$ cat src/rtl/vga_pixel_fetch.sv
// rtl/vga_pixel_fetch.sv - framebuffer read-address generator and DAC-aligned pixel output stage
module vga_pixel_fetch #(
  parameter int          IMG_W   = 256,
  parameter int          IMG_H   = 256,
  parameter int          X0      = 192,
  parameter int          Y0      = 112,
  parameter int          ADDR_W  = 16,
  parameter int          MEM_LAT = 2,
  parameter logic [7:0]  BORDER  = 8'h00
) (
  input  logic              vgaclk,
  input  logic              rst,
  input  logic [9:0]        counter_H,
  input  logic [9:0]        counter_V,
  input  logic              hsync_in,
  input  logic              vsync_in,
  input  logic              blank_in,
  output logic [ADDR_W-1:0] mem_addr,
  output logic              mem_rd_en,
  input  logic [7:0]        mem_data,
  output logic [7:0]        vga_r,
  output logic [7:0]        vga_g,
  output logic [7:0]        vga_b,
  output logic              hsync_out,
  output logic              vsync_out,
  output logic              blank_out,
  output logic              frame_done
);

  localparam int DLY = MEM_LAT + 1;
  localparam logic [9:0] X_LO = 10'(X0);
  localparam logic [9:0] X_HI = 10'(X0 + IMG_W);
  localparam logic [9:0] Y_LO = 10'(Y0);
  localparam logic [9:0] Y_HI = 10'(Y0 + IMG_H);
  // One spare bit so the counter can park at IMG_W*IMG_H without wrapping.
  localparam logic [ADDR_W:0] CNT_END = (ADDR_W+1)'(IMG_W * IMG_H);
  localparam logic [ADDR_W:0] LAST_A  = (ADDR_W+1)'(IMG_W * IMG_H - 1);
  localparam logic [ADDR_W:0] CNT_ONE = {{ADDR_W{1'b0}}, 1'b1};

  if (X0 + IMG_W > 640 || Y0 + IMG_H > 480) begin : g_bad_window
    $error("vga_pixel_fetch: window exceeds the 640x480 visible area");
  end
  if (MEM_LAT < 1 || MEM_LAT > 4) begin : g_bad_lat
    $error("vga_pixel_fetch: MEM_LAT must be 1..4");
  end
  if (IMG_W * IMG_H > (1 << ADDR_W)) begin : g_bad_addr
    $error("vga_pixel_fetch: ADDR_W too small for the image");
  end

  typedef struct packed {
    logic last;
    logic win;
    logic blank;
    logic vsync;
    logic hsync;
  } tap_t;

  typedef struct packed {
    logic [7:0] pix;
    logic       hsync;
    logic       vsync;
    logic       blank;
    logic       done;
  } out_t;

  localparam tap_t TAP_IDLE = tap_t'(5'b00011);
  localparam out_t OUT_IDLE = out_t'({8'h00, 4'b1100});

  logic              frame_start, in_win, win, last;
  logic [ADDR_W:0]   issue_cnt;
  logic              armed_q, armed_d;
  logic [ADDR_W:0]   cnt_q, cnt_d;
  logic [ADDR_W-1:0] mem_addr_q, mem_addr_d;
  logic              rd_en_q, rd_en_d;
  tap_t              tap_q [DLY];
  tap_t              tap_d [DLY];
  tap_t              tap_o;
  out_t              out_q, out_d;

  always_comb begin
    frame_start = (counter_H == 10'd0) && (counter_V == 10'd0);
    in_win      = (counter_H >= X_LO) && (counter_H < X_HI) &&
                  (counter_V >= Y_LO) && (counter_V < Y_HI) && blank_in;
    // A frame start arms the fetcher in the same cycle, so X0=Y0=0 still reads pixel 0.
    win         = in_win && (armed_q || frame_start);
    issue_cnt   = frame_start ? '0 : cnt_q;
    last        = (issue_cnt == LAST_A);

    armed_d = armed_q || frame_start;
    cnt_d   = issue_cnt;
    if (win && issue_cnt != CNT_END) begin
      cnt_d = issue_cnt + CNT_ONE;
    end

    mem_addr_d = win ? issue_cnt[ADDR_W-1:0] : mem_addr_q;
    rd_en_d    = win;

    tap_d[0] = '{last: last, win: win, blank: blank_in, vsync: vsync_in, hsync: hsync_in};
    for (int i = 1; i < DLY; i++) begin
      tap_d[i] = tap_q[i-1];
    end

    tap_o       = tap_q[DLY-1];
    out_d       = OUT_IDLE;
    out_d.hsync = tap_o.hsync;
    out_d.vsync = tap_o.vsync;
    out_d.blank = tap_o.blank;
    out_d.done  = tap_o.last && tap_o.win;
    if (!tap_o.blank) begin
      out_d.pix = 8'h00;
    end else if (tap_o.win) begin
      out_d.pix = mem_data;
    end else begin
      out_d.pix = BORDER;
    end
  end

  always_ff @(posedge vgaclk) begin
    if (rst) begin
      armed_q    <= 1'b0;
      cnt_q      <= '0;
      mem_addr_q <= '0;
      rd_en_q    <= 1'b0;
      for (int i = 0; i < DLY; i++) begin
        tap_q[i] <= TAP_IDLE;
      end
      out_q      <= OUT_IDLE;
    end else begin
      armed_q    <= armed_d;
      cnt_q      <= cnt_d;
      mem_addr_q <= mem_addr_d;
      rd_en_q    <= rd_en_d;
      for (int i = 0; i < DLY; i++) begin
        tap_q[i] <= tap_d[i];
      end
      out_q      <= out_d;
    end
  end

  assign mem_addr   = mem_addr_q;
  assign mem_rd_en  = rd_en_q;
  assign vga_r      = out_q.pix;
  assign vga_g      = out_q.pix;
  assign vga_b      = out_q.pix;
  assign hsync_out  = out_q.hsync;
  assign vsync_out  = out_q.vsync;
  assign blank_out  = out_q.blank;
  assign frame_done = out_q.done;

endmodule

$ cat config.mk
export PLATFORM = sky130hd
export DESIGN_NAME = vga_pixel_fetch
export DESIGN_NICKNAME = d
export VERILOG_FILES = /design/src/rtl/vga_pixel_fetch.sv
export SDC_FILE = /design/constraint.sdc
export NUM_CORES = 1
export LEC_CHECK = 0
export CAP_MARGIN = 5
export CORE_MARGIN = 1
export CORE_UTILIZATION = 45
export CTS_CLUSTER_DIAMETER = 60
export DETAILED_ROUTE_END_ITERATION = 8
export PLACE_DENSITY = 0.78
export SYNTH_ARGS = -nofsm -noshare
export SYNTH_HDL_FRONTEND = slang
export SYNTH_SLANG_ARGS = --single-unit
$ cat constraint.sdc
create_clock -name vgaclk -period 6.1 [get_ports vgaclk]
set_input_delay 0.61 -clock vgaclk [delete_from_list [all_inputs] [get_ports vgaclk]]
set_output_delay 0.61 -clock vgaclk [all_outputs]
set_load 0.02 [all_outputs]
==> flow_summary_export.csv, run 1 <==
group,metric,value,unit
route,drc_errors,0,
die,die_h,76.3,um
synthesis,yosysUniqueCellTypes,43,
power,power_density,246,nW/um^2
timing,worstMarginPinSlew,0.965,ns
power,p_leak,1.20,nW
synthesis,ys_seq_area_frac,0.491,
route,vias_per_cell,5.15,
worst_setup_path,rr_worst_depth,7,
worst_setup_path,start_kind,"input pin",
route,via_count,2126,
die,design.core.area,5200,sq um
finish,utilization,0.654,
grt,grt_max_degree,42,
clocking,cts_tree,"yes",
grt,antenna_found_initial,0,
min_path,hp-class,"register to register",
worst_setup_path,crit_type,"input pin to register",
status,status,"finished, final reports clean",
clocking,insertion_delay,0.34,ns
worst_setup_path,r2r_end,"cnt_q[16]",
worst_setup_path,cp.required,6.38,ns
worst_setup_path,cpLargestDelayFamily,"simple AND/OR/NAND/NOR gates",
die,die-area,5820,sq um
worst_setup_path,crit_start,"counter_H[7]",
synthesis,synth_edf_count,0,
synthesis,ys_warn_count,0,
grt,grt_first_pass_wirelength,9270,um
synthesis,netlist_instances,275,
grt,grtUsageTotal,0.203,
synthesis,async_flop_share,0,
timing,finClkSkew,0.00359,ns
worst_setup_path,worstReg2RegStart,"cnt_q[1]",
route,finalWirelength,5460,um
timing,fin_crit_sh,0.580,
route,drtIter0Drc,75,
worst_setup_path,cp_num_cells,11,
timing,tns,0,ns
timing,hold_slack,0.410,ns
finish,drive_gt1_frac,0.111,
clocking,htreeDepth,3,
timing,final-max-slew-violation-count,0,
power,power,837,uW
worst_setup_path,worstSetupEndpoint,"cnt_q[16]",
clocking,cts-root-buf,"clkbuf_8",
worst_setup_path,max_stage_delay,0.46,ns
worst_setup_path,ff2ff_setup_slack,3.85,ns
timing,rsz0062_at_grt,"false",
synthesis,synth.avg_cell_area,9.04,sq um
placed_design,gp_congestion,0.865,
job,max_cap_viol_count,0,
grt,grt-ovfl-total,0,
clocking,cts_sinks,61,
timing,fmax,0.283,GHz
timing,final.setup.worst_slack,2.56,ns
finish,mostFrequentLayoutCell,"clkdlybuf4s50_1",
finish,num_antenna_cells,0,
die,start_util,0.477,
timing,min_period,3.54,ns
die,rows,26,
clocking,cts_buffers,9,
synthesis,synth.net_count,311,
finish,mostFrequentLayoutCells,"clkdlybuf4s50_1 (77), dfxtp_1 (61), nand2_1 (46)",
synthesis,synthDominantCellAreaShare,0.491,
clocking,clock_path_buffers,2,
min_path,min-delay-start,"tap_q[0][1]",
clocking,holdBufCountCts,0,
clocking,cts_setup_buffers,0,
clocking,clkTransAtPathRegs,0.07,ns
die,boundaryPins,78,
worst_setup_path,cp-end-kind,"register",
worst_setup_path,arrival,3.82,ns
placed_design,hpwl,3900,um
route,wl_per_cell,13.2,um
finish,area_growth,36.9,%
placed_design,dp_slack,2.23,ns
clocking,post_cts_resize_count,0,
power,ir_worst_vdd,0.198,mV
finish,final_net_count,374,
placed_design,port_buffers,77,
timing,slew_headroom,0.354,
synthesis,synth_top_area_cell,"dfxtp_1",
worst_setup_path,cp_max_fo,9,
die,die_x,76.3,um
worst_setup_path,cp_slowest_cell,"or4b_1",
worst_setup_path,cp_num_buf_inv,1,
worst_setup_path,path_cells,"clkdlybuf4s50_1 -> nor4_1 -> nand4_1 -> or2_2 -> nand2_1 -> ha_1 -> or4b_1 -> o41ai_2 -> or3_1 -> mux2_4 -> nor2_1",
synthesis,synthFlopType,"dfxtp_1",
route,detail-route-antenna-nets,0,
synthesis,yosys-top-cells-area,"dfxtp_1 (49%), nand2_1 (6.9%), buf_4 (5.1%)",
synthesis,mappedNetlistArea,2480,sq um
timing,finalSetupViolations,0,
timing,hold_violations,0,
synthesis,synth_seq_cells,61,
grt,grt_pass1_vias,2068,
route,dr.pass1.iters,4,
sequential cells by signal (all words and copies together), names as in the netlist:
name,count
mem_addr,16
frame_done,1
tap_q,15
vsync_out,1
armed_q,1
cnt_q,17
hsync_out,1
vga_b,8
blank_out,1
synth_stat cells (8+ instances only):
cell / count
a21oi_1: 24
and3_1: 9
buf_4: 17
dfxtp_1: 61
inv_1: 8
nand2_1: 46
nor2_1: 14
nor2b_1: 9
nor4_1: 11
or2_2: 9
per-stage QoR:
stage / cells / cell area [sq um]
final: 413 / 3400
after global routing: 413 / 3400
after CTS: 413 / 3400
after detailed placement: 397 / 3180
after global placement: 397 / 3180
after floorplan: 275 / 2480
layer usage:
layer | global-route usage | part of all wire | up-vias
met5 | 0 | 0 | -
met4 | 0.0923 | 0.023 | 0
met3 | 0.0635 | 0.044 | 10
met2 | 0.348 | 0.50 | 64
met1 | 0.230 | 0.43 | 988
li1 | - | - | 1064
logic make-up after synthesis:
logic type | count (synthesis) | synth area share
simple gates | 125 | 0.262
buf+inv | 34 | 0.0806
fa+ha+maj | 3 | 0.0151
flops | 61 | 0.491
compound gates | 44 | 0.117
xor+xnor | 7 | 0.0277
mux | 1 | 0.00604
worst min path at each step:
stage,slack (ns),end,depth (start not counted)
floorplan,0.39,hsync_out,1
global placement,0.39,hsync_out,1
detailed placement,0.39,tap_q[0][6],1
CTS,0.41,hsync_out,1
global route,0.42,hsync_out,1
finish,0.41,tap_q[0][6],1
report_power, final:
| part | internal (mW) | leakage [nW] | switching (mW) |
|---|---|---|---|
| logic | 0.0230 | 0.602 | 0.0170 |
| registers | 0.401 | 0.493 | 0.000433 |
| clock network | 0.232 | 0.106 | 0.164 |
| total | 0.655 | 1.20 | 0.182 |
cell type report:
cell class / instances / area (sq um)
Fill cell: 436 / 1800
Sequential cell: 61 / 1220
Multi-Input combinational cell: 180 / 1060
Timing Repair Buffer: 78 / 778
Clock buffer: 9 / 124
Clock inverter: 7 / 97.6
Tap cell: 70 / 87.6
Inverter: 8 / 30.0
No activity file was read; power rests on OpenSTA's default activity.
==> inputs of run 2 (changes only) <==
--- a/config.mk
+++ b/config.mk
@@ -7,10 +7,10 @@
 export LEC_CHECK = 0
 export CAP_MARGIN = 5
 export CORE_MARGIN = 1
-export CORE_UTILIZATION = 45
+export CORE_UTILIZATION = 41
 export CTS_CLUSTER_DIAMETER = 60
 export DETAILED_ROUTE_END_ITERATION = 8
-export PLACE_DENSITY = 0.78
+export PLACE_DENSITY = 0.75
 export SYNTH_ARGS = -nofsm -noshare
 export SYNTH_HDL_FRONTEND = slang
 export SYNTH_SLANG_ARGS = --single-unit
==> constraint.sdc (replaced) <==
create_clock -name vgaclk -period 3.14 [get_ports vgaclk]
set_input_delay 0.314 -clock vgaclk [delete_from_list [all_inputs] [get_ports vgaclk]]
set_output_delay 0.314 -clock vgaclk [all_outputs]
set_load 0.02 [all_outputs]
==> run 2 against run 1 <==
Via count grew 1.3%. Critical path depth is the same. First-iteration DRC count grew 110%. Register-to-register slack lost 2.8 ns. Die area grew 9.5%. Flip-flop and latch count is the same. Final area grew 3.4%. Largest cell class unchanged.
==> flow_summary_export.csv, run 2 (synthesis results as in run 1) <==
group,metric,value,unit
timing,hold_violations,0,
min_path,hp-class,"register to register",
clocking,holdBufCountCts,0,
grt,grt_pass1_vias,2083,
route,vias_per_cell,5.08,
route,drtIter0Drc,156,
worst_setup_path,ff2ff_setup_slack,1.03,ns
finish,mostFrequentLayoutCells,"clkdlybuf4s50_1 (77), dfxtp_1 (61), nand2_1 (46)",
finish,regMostFlops,"cnt_q",
job,max_cap_viol_count,0,
grt,grt-ovfl-total,0,
placed_design,hpwl,4340,um
clocking,cts_setup_buffers,0,
placed_design,dp_slack,-0.214,ns
finish,fill_cells,473,
power,p_leak,1.26,nW
finish,mostFrequentLayoutCell,"clkdlybuf4s50_1",
worst_setup_path,crit_type,"input pin to register",
power,ir_worst_vdd,0.225,mV
finish,utilization,0.620,
finish,area_growth,41.6,%
finish,multi_input_area,1090,sq um
finish,largest_reg_flops,17,
route,detail-route-antenna-nets,0,
timing,final-max-slew-violation-count,0,
grt,antenna_found_initial,0,
die,die-area,6380,sq um
worst_setup_path,worstSetupEndpoint,"cnt_q[16]",
worst_setup_path,cp_max_fo,4,
die,boundaryPins,78,
timing,fin_crit_sh,0.936,
worst_setup_path,cp-end-kind,"register",
worst_setup_path,start_kind,"input pin",
power,power_density,477,nW/um^2
finish,final_net_count,383,
clocking,cts_buffers,9,
finish,num_antenna_cells,0,
clocking,clkTransAtPathRegs,0.07,ns
die,rows,27,
worst_setup_path,arrival,3.21,ns
die,die_x,79.9,um
finish,drive_gt1_frac,0.145,
clocking,cts-root-buf,"clkbuf_8",
timing,fmax,0.340,GHz
worst_setup_path,crit_start,"counter_H[7]",
worst_setup_path,rr_worst_depth,8,
route,via_count,2153,
placed_design,port_buffers,77,
clocking,insertion_delay,0.33,ns
grt,grt_first_pass_wirelength,9510,um
worst_setup_path,r2r_end,"cnt_q[10]",
die,die_h,79.9,um
route,wl_per_cell,13.5,um
timing,tns,0,ns
timing,finClkSkew,0.00627,ns
timing,min_period,2.94,ns
route,finalWirelength,5710,um
grt,grtUsageTotal,0.197,
timing,worstMarginPinSlew,0.641,ns
placed_design,gp_congestion,0.919,
grt,grt_max_degree,22,
worst_setup_path,cp.required,3.41,ns
timing,rsz0062_at_grt,"false",
finish,seq_area,1220,sq um
worst_setup_path,worstReg2RegStart,"cnt_q[0]",
clocking,cts_tree,"yes",
route,drc_errors,0,
die,design.core.area,5680,sq um
die,start_util,0.438,
timing,final.setup.worst_slack,0.201,ns
clocking,clock_path_buffers,2,
timing,slew_headroom,0.572,
timing,finalSetupViolations,0,
status,status,"finished, final reports clean",
route,dr.pass1.iters,4,
clocking,cts_sinks,61,
clocking,htreeDepth,3,
-- run 2: cell count changes in the layout (fill, tap and decap cells not counted) --
cell | before | now
nor4_1 | 11 | 8
nor4_2 | 0 | 3
inv_6 | 2 | 0
or3_4 | 0 | 1
or3_1 | 3 | 2
clkinvlp_4 | 2 | 0
buf_4 | 1 | 10
clkbuf_8 | 9 | 13
-- run 2: worst min-delay path by stage --
stage	from	endpoint	slack (ns)	cells after the start
after CTS	tap_q[0][0]	tap_q[0][5]	0.41	1
final	tap_q[0][0]	tap_q[0][5]	0.41	1
after global routing	tap_q[0][0]	tap_q[0][5]	0.43	1
after detailed placement	tap_q[0][5]	tap_q[0][10]	0.40	1
after global placement	tap_q[0][11]	vsync_out	0.39	1
after floorplan	tap_q[0][10]	hsync_out	0.39	1
-- run 2: area by class of cell --
class,count,area share
Clock inverter,3,0.0185
Clock buffer,13,0.0509
Sequential cell,61,0.347
Multi-Input combinational cell,180,0.309
Tap cell,72,0.0256
Timing Repair Buffer,87,0.240
Inverter,8,0.00853
-- run 2: layer usage --
layer | global-route usage | up-vias | routed length (um)
li1 | - | 1084 | -
met1 | 0.217 | 1008 | 2470
met2 | 0.346 | 55 | 2930
met3 | 0.0537 | 6 | 232
met4 | 0.0982 | 0 | 80
met5 | 0 | - | 0
-- run 2: critical path, cell delays in order --
cell and delay [ns]:
clkdlybuf4s50_1 0.43, nor4_1 0.31, nand4_1 0.17, or2_2 0.35, nand2_1 0.10, ha_1 0.14, or4b_1 0.44, o41ai_2 0.37
or3_4 0.20, mux2_4 0.29, nor2_1 0.08
-- run 2: stage by stage --
step | hold WS [ns] | cells | instance area [sq um] | power, mW
2_1_floorplan | 0.389 | 275 | 2480 | 0.823
3_3_place_gp | 0.391 | 408 | 3250 | 0.875
3_5_place_dp | 0.403 | 408 | 3250 | 0.877
4_1_cts | 0.415 | 424 | 3490 | 1.70
5_1_grt | 0.429 | 424 | 3520 | 1.74
6_report | 0.411 | 424 | 3520 | 1.68
-- run 2: report_power, final --
| group | switching, mW | internal [mW] | total (mW) |
|---|---|---|---|
| combinational | 0.0347 | 0.0476 | 0.0823 |
| sequential | 0.00102 | 0.779 | 0.780 |
| clock | 0.284 | 0.532 | 0.816 |
-- run 2: what timing repair did --
item	4_1_cts	5_1_grt
hold endpoints to repair	0	0
setup endpoints to repair	0	5
gates resized for setup	0	4
==> inputs of run 3 (changes only) <==
--- a/config.mk
+++ b/config.mk
@@ -11,6 +11,7 @@
 export CTS_CLUSTER_DIAMETER = 60
 export DETAILED_ROUTE_END_ITERATION = 8
 export PLACE_DENSITY = 0.75
+export SKIP_LAST_GASP = 1
 export SYNTH_ARGS = -nofsm -noshare
 export SYNTH_HDL_FRONTEND = slang
 export SYNTH_SLANG_ARGS = --single-unit
==> results of run 3 <==
Same layout as run 2: the final DEF is identical, and so are final timing and power.
